File: src/rtl/adventure_pkg.sv
// Shared definitions for the adventure game: room encoding, button indices
// and the room-to-room move table. The sword FSM and LED driver use the same package.
package adventure_pkg;

    localparam int NUM_ROOMS = 7;
    localparam int NUM_DIRS  = 4;

    // Bit positions of the direction buttons inside a 4-bit button vector.
    localparam int DIR_N = 0;
    localparam int DIR_S = 1;
    localparam int DIR_E = 2;
    localparam int DIR_W = 3;

    typedef enum logic [2:0] {
        CAVE,
        TUNNEL,
        RIVER,
        SWORD_STASH,
        DRAGON_DEN,
        VICTORY_VAULT,
        GRAVEYARD
    } room_t;

    // Result of looking up a single direction press in the map.
    typedef struct packed {
        logic  legal;
        room_t dest;
    } hop_t;

    // Map walk for one one-hot direction press. Rooms without an exit in
    // that direction, plus the den and terminal rooms, report illegal.
    function automatic hop_t room_hop(input room_t cur, input logic [NUM_DIRS-1:0] dir);
        hop_t h;
        h.legal = 1'b0;
        h.dest  = cur;
        case (cur)
            CAVE: begin
                if (dir[DIR_E]) begin h.legal = 1'b1; h.dest = TUNNEL; end
            end
            TUNNEL: begin
                if (dir[DIR_W])      begin h.legal = 1'b1; h.dest = CAVE;  end
                else if (dir[DIR_S]) begin h.legal = 1'b1; h.dest = RIVER; end
            end
            RIVER: begin
                if (dir[DIR_N])      begin h.legal = 1'b1; h.dest = TUNNEL;      end
                else if (dir[DIR_W]) begin h.legal = 1'b1; h.dest = SWORD_STASH; end
                else if (dir[DIR_E]) begin h.legal = 1'b1; h.dest = DRAGON_DEN;  end
            end
            SWORD_STASH: begin
                if (dir[DIR_E]) begin h.legal = 1'b1; h.dest = RIVER; end
            end
            default: begin
                h.legal = 1'b0;
            end
        endcase
        return h;
    endfunction

    // True when more than one bit of the vector is set.
    function automatic logic multi_hot(input logic [NUM_DIRS-1:0] vec);
        return |(vec & (vec - NUM_DIRS'(1)));
    endfunction

    // One-hot LED image of a room; bit order follows room_t.
    function automatic logic [NUM_ROOMS-1:0] room_onehot(input room_t r);
        return NUM_ROOMS'(1) << r;
    endfunction

endpackage

File: src/rtl/adventure_room_ctrl_press_detect.sv
// Rising-edge detector for the four direction buttons. History resets to 1
// so a button held through reset needs a fresh press before it counts.
module press_detect
    import adventure_pkg::*;
(
    input  logic                clk,
    input  logic                reset,
    input  logic [NUM_DIRS-1:0] btn,
    output logic [NUM_DIRS-1:0] press,
    output logic                multi
);

    logic [NUM_DIRS-1:0] prev;
    logic [NUM_DIRS-1:0] rise;

    assign rise = btn & ~prev;

    // Register button history and the detected presses for the room logic.
    always_ff @(posedge clk or posedge reset) begin
        // NOTE: sequential state uses non-blocking assignments so every
        // register samples pre-edge values regardless of statement order.
        if (reset) begin
            prev  <= '1;
            press <= '0;
            multi <= 1'b0;
        end else begin
            prev  <= btn;
            press <= rise;
            multi <= multi_hot(rise);
        end
    end

endmodule

File: src/rtl/adventure_room_ctrl.sv
// Room-sequencing controller: walks the map on direction presses, resolves
// the dragon encounter from the sword flag and counts legal moves.
module adventure_room_ctrl
    import adventure_pkg::*;
#(
    parameter int          MOVE_W     = 8,
    parameter int unsigned MOVE_LIMIT = 32
) (
    input  logic                 clk,
    input  logic                 reset,
    input  logic                 n,
    input  logic                 s,
    input  logic                 e,
    input  logic                 w,
    input  logic                 v,
    output logic [NUM_ROOMS-1:0] room,
    output logic                 sw,
    output logic                 win,
    output logic                 dead,
    output logic                 bump,
    output logic [MOVE_W-1:0]    moves
);

    logic [NUM_DIRS-1:0] btn;
    logic [NUM_DIRS-1:0] press;
    logic                multi;

    room_t               state;
    room_t               state_next;
    logic                bump_next;
    logic                advance;
    logic [MOVE_W-1:0]   moves_inc;
    logic                limit_hit;
    hop_t                hop;

    always_comb begin
        btn         = '0;
        btn[DIR_N]  = n;
        btn[DIR_S]  = s;
        btn[DIR_E]  = e;
        btn[DIR_W]  = w;
    end

    press_detect u_press_detect (
        .clk   (clk),
        .reset (reset),
        .btn   (btn),
        .press (press),
        .multi (multi)
    );

    // Saturating next count, and whether that count exhausts the move budget.
    assign moves_inc = (moves == '1) ? moves : moves + MOVE_W'(1);
    assign limit_hit = (MOVE_LIMIT != 0) && (32'(moves_inc) == MOVE_LIMIT);
    assign hop       = room_hop(state, press);

    // Next-room, bump and move-advance decision for the current press vector.
    always_comb begin
        // NOTE: every output of this block gets a default first, so no path
        // leaves a signal unassigned and no latch is inferred.
        state_next = state;
        bump_next  = 1'b0;
        advance    = 1'b0;
        case (state)
            DRAGON_DEN: begin
                state_next = v ? VICTORY_VAULT : GRAVEYARD;
            end
            VICTORY_VAULT, GRAVEYARD: begin
                state_next = state;
            end
            default: begin
                if (multi) begin
                    bump_next = 1'b1;
                end else if (press != '0) begin
                    if (hop.legal) begin
                        advance = 1'b1;
                        // The den is exempt so the encounter always resolves.
                        if (limit_hit && hop.dest != DRAGON_DEN) begin
                            state_next = GRAVEYARD;
                        end else begin
                            state_next = hop.dest;
                        end
                    end else begin
                        bump_next = 1'b1;
                    end
                end
            end
        endcase
    end

    // Room register, bump pulse and move counter.
    always_ff @(posedge clk or posedge reset) begin
        if (reset) begin
            state <= CAVE;
            bump  <= 1'b0;
            moves <= '0;
        end else begin
            state <= state_next;
            bump  <= bump_next;
            if (advance) begin
                moves <= moves_inc;
            end
        end
    end

    assign room = room_onehot(state);
    assign sw   = (state == SWORD_STASH);
    assign win  = (state == VICTORY_VAULT);
    assign dead = (state == GRAVEYARD);

endmodule

File: config.mk
export PLATFORM = sky130hd
export DESIGN_NAME = adventure_room_ctrl
export DESIGN_NICKNAME = d
export VERILOG_FILES = /design/src/rtl/adventure_pkg.sv /design/src/rtl/adventure_room_ctrl_press_detect.sv /design/src/rtl/adventure_room_ctrl.sv
export SDC_FILE = /design/constraint.sdc
export NUM_CORES = 1
export LEC_CHECK = 0
export BUFFER_PORTS_ARGS = -buffer_cell sky130_fd_sc_hd__buf_2
export CAP_MARGIN = 0
export CORE_ASPECT_RATIO = 1.1
export CORE_MARGIN = 2
export CORE_UTILIZATION = 45
export CTS_CLUSTER_SIZE = 8
export DETAILED_ROUTE_END_ITERATION = 7
export GPL_TIMING_DRIVEN = 0
export PLACE_DENSITY = 0.78
export RECOVER_POWER = 100
export SYNTH_ARGS = -nofsm -noshare
export SYNTH_HDL_FRONTEND = slang
export SYNTH_SLANG_ARGS = --single-unit
File: constraint.sdc
create_clock -name clk -period 3.9 [get_ports clk]
set_input_delay 0 -clock clk [delete_from_list [all_inputs] [get_ports clk]]
set_output_delay 0 -clock clk [all_outputs]
set_load 0.005 [all_outputs]
==> impl_metrics.yaml <==
critical_path:
  critPathKind: "reg -> reg"
  critPathCaptureType: "register"
  cp_data_required_time_ps: 4100
  cp_data_arrival_time_ps: 2290
  cp_max_fo: 10
  cp-start-kind: "register"
timing:
  fin_crit_ps: 2098
  setup_ws_ps: 1802
  drv_slew: 0
  tightestPinTransition_ps: 773.1
  finalHoldViolCount: 0
  fin_crit_sh: 0.5379
  tns_ps: 0
  fmax_ghz: 0.4767
  skew_ps: 4.948
  rsz0062_at_grt: "no"
  timing.hold.ws_ps: 327.2
  setup_viol: 0
  slew_headroom: 0.4840
run:
  cap_violations: 0
clock_network:
  cts-resized-gates: 0
  insertion_delay_ps: 300
  cts_root_buffer: "clkbuf_4"
  cts_tree: "done"
  numClockSinks: 21
  path_clk_slew_ps: 120
  cts-htree-levels: 1
  numCtsBuffers: 3
  cts.path.max_buffers: 2
power_and_ir_drop:
  pwr-share-clk: 0.120
  combPwrFrac: 0.470
  p_leak_uw: 0.0006157
  power_density_nw_per_um2: 631.8
  power_frac_seq: 0.409
  p_int_uw: 507.5
  vdd_drop_max_mv: 0.4117
  p_total_uw: 856.9
  p_sw_frac: 0.4078
  switchingPower_uw: 349.4
floorplan:
  die_x_um: 51.70
  die-area_um2: 2919
  core_um2: 2449
  start_util: 0.4599
  die_h_um: 56.47
  pin_count: 26
  fp-row-count: 19
global_route:
  grt_usage: 0.1709
  grt_pass1_wl_mm: 3.877
  grt_start_max_net_pins: 22
  grt-ovfl-total: 0
  antenna_found_initial: 0
  grt_pass1_vias: 888
layout:
  num-nets-final: 160
  syn_to_final_growth_pct: 20.44
  final_core_util: 0.5539
  antenna-diode-count: 0
  regArea_um2: 530.5
  drive_gt1_frac: 0.1987
  nFillCells: 224
  multi_input_area_um2: 536.8
synth:
  synth_top_area_share: 0.3778
  yosys.area.top_type: "dfrtp_1"
  synthArstFlopShare: 1.000
  ys_top_cells_by_area: "dfrtp_1 (38%), dfstp_2 (9.3%), nor2_1 (4.0%), a21oi_1 (3.1%), nor2b_1 (2.8%)"
  synth_top_family_by_area: "simple AND/OR/NAND/NOR gates"
  synth.avg_cell_area_um2: 9.708
  synth.distinct_cells: 40
  synth_fp_nets: 124
  synth_compound_area_frac: 0.1300
  yosys.area_share.xor_xnor: 0.02333
  ys.flop_type: "dfrtp_1"
  ys_top_cells_by_count: "dfrtp_1 (17), nor2_1 (12), a21oi_1 (7)"
  muxShareOfSynthArea: 0.04778
  synth_edf_count: 0
  synthSimpleGateAreaFrac: 0.2600
  syn_inst: 116
  synth_area_um2: 1126
  ys.warnings.count: 0
  yosys.area_share.adder: 0.02000
  synth_seq_cells: 21
  yosysMostFrequentCell: "dfrtp_1"
  ys_seq_area_frac: 0.4711
drt:
  wl_per_cell_um: 12.75
  ant_nets: 0
  vias_per_cell: 5.357
  dr_total_vias: 975
  drc: 0
  drt-initial-drc-count: 36
  drtPass1Iterations: 4
  drt_wl_total_mm: 2.320
status:
  status: "finished, final reports clean"
min_path:
  hp-class: "in -> reg"
placement:
  routabilityCongestion: 0.8267
  dp_hpwl_mm: 1.663
  dp_slack_ps: 1838
  port_buffers: 25
## what timing repair did
action                    4_1_cts  5_1_grt
buffers inserted                0        0
hold endpoints to repair       27        0
hold buffers                    6        0
## stage by stage
stage	instances	area, um2
after floorplan	116	1126
after global placement	172	1290
after detailed placement	172	1290
after CTS	182	1378
after global routing	182	1356
final	182	1356
## per-layer routing
metal	track usage	vias up	share of wire
met3	0.02394	2	0.054
met2	0.2784	35	0.50
li1	-	482	-
met1	0.2325	456	0.44
met5	0	-	0
met4	0.05639	0	0.0073
## worst max-delay path, cell delays in order (launching register included)
cell	delay (ps)
dfrtp_1	470
nor2_1	80
a211o_1	270
a211oi_1	330
clkbuf_1	350
nand4_1	160
mux2_1	330
## worst paths after layout
kind	startpoint	cells after the start	slack, ps	to
hold / removal	e	2	330	u_press_detect.prev[2]$_DFF_PP1_
setup / recovery	u_press_detect.press[2]$_DFF_PP0_	6	1800	moves[6]$_DFFE_PP0P_
max in group asynchronous	reset	3	3040	moves[0]$_DFFE_PP0P_
setup reg to reg	u_press_detect.press[2]$_DFF_PP0_	6	1800	moves[6]$_DFFE_PP0P_
hold reg to reg	u_press_detect.prev[3]$_DFF_PP1_	1	550	u_press_detect.press[3]$_DFF_PP0_
min in group asynchronous	reset	3	380	moves[7]$_DFFE_PP0P_
## layout make-up
| cell class | count | area share |
|---|---|---|
| Multi-Input combinational cell | 85 | 0.3958 |
| Sequential cell | 21 | 0.3911 |
| Timing Repair Buffer | 31 | 0.1273 |
| Buffer | 8 | 0.03137 |
| Tap cell | 31 | 0.02860 |
| Clock buffer | 3 | 0.01661 |
| Inverter | 2 | 0.005535 |
| Clock inverter | 1 | 0.003690 |
## kinds of logic after synthesis
family                   count (synthesis)
XOR/XNOR                                 3
adder cells (fa/ha/maj)                  2
AO/OA/AOI/OAI                           22
AND/OR/NAND/NOR                         53
flip-flops                              21
multiplexers                             5
buffers and inverters                   10
## flip-flops by register name, summed over array words and instances (netlist names)
signal and cells:
state 3, u_press_detect.prev 4, u_press_detect.press 4, bump 1, moves 8, u_press_detect.multi 1
## cells in the final DEF, fill, tap and decap left out, types with 4 or more instances in the layout
| master | n |
|---|---|
| dfrtp_1 | 17 |
| buf_2 | 15 |
| clkbuf_1 | 14 |
| nor2_1 | 12 |
| a21oi_1 | 7 |
| nor3_1 | 6 |
| nand2_1 | 6 |
| dlygate4sd3_1 | 6 |
| nor2b_1 | 5 |
| and3_1 | 4 |
| nand3_1 | 4 |
| nand2b_1 | 4 |
| o21ai_0 | 4 |
| clkbuf_4 | 4 |
| dfstp_2 | 4 |
## power by group through the flow
stage,sequential (uW),clock [uW],combinational [uW]
after floorplan,343,0,287
after global placement,348,0,399
after detailed placement,355,0,412
after CTS,351,106,419
after global routing,362,117,453
final,351,103,403
No activity file was read; power rests on OpenSTA's default activity.
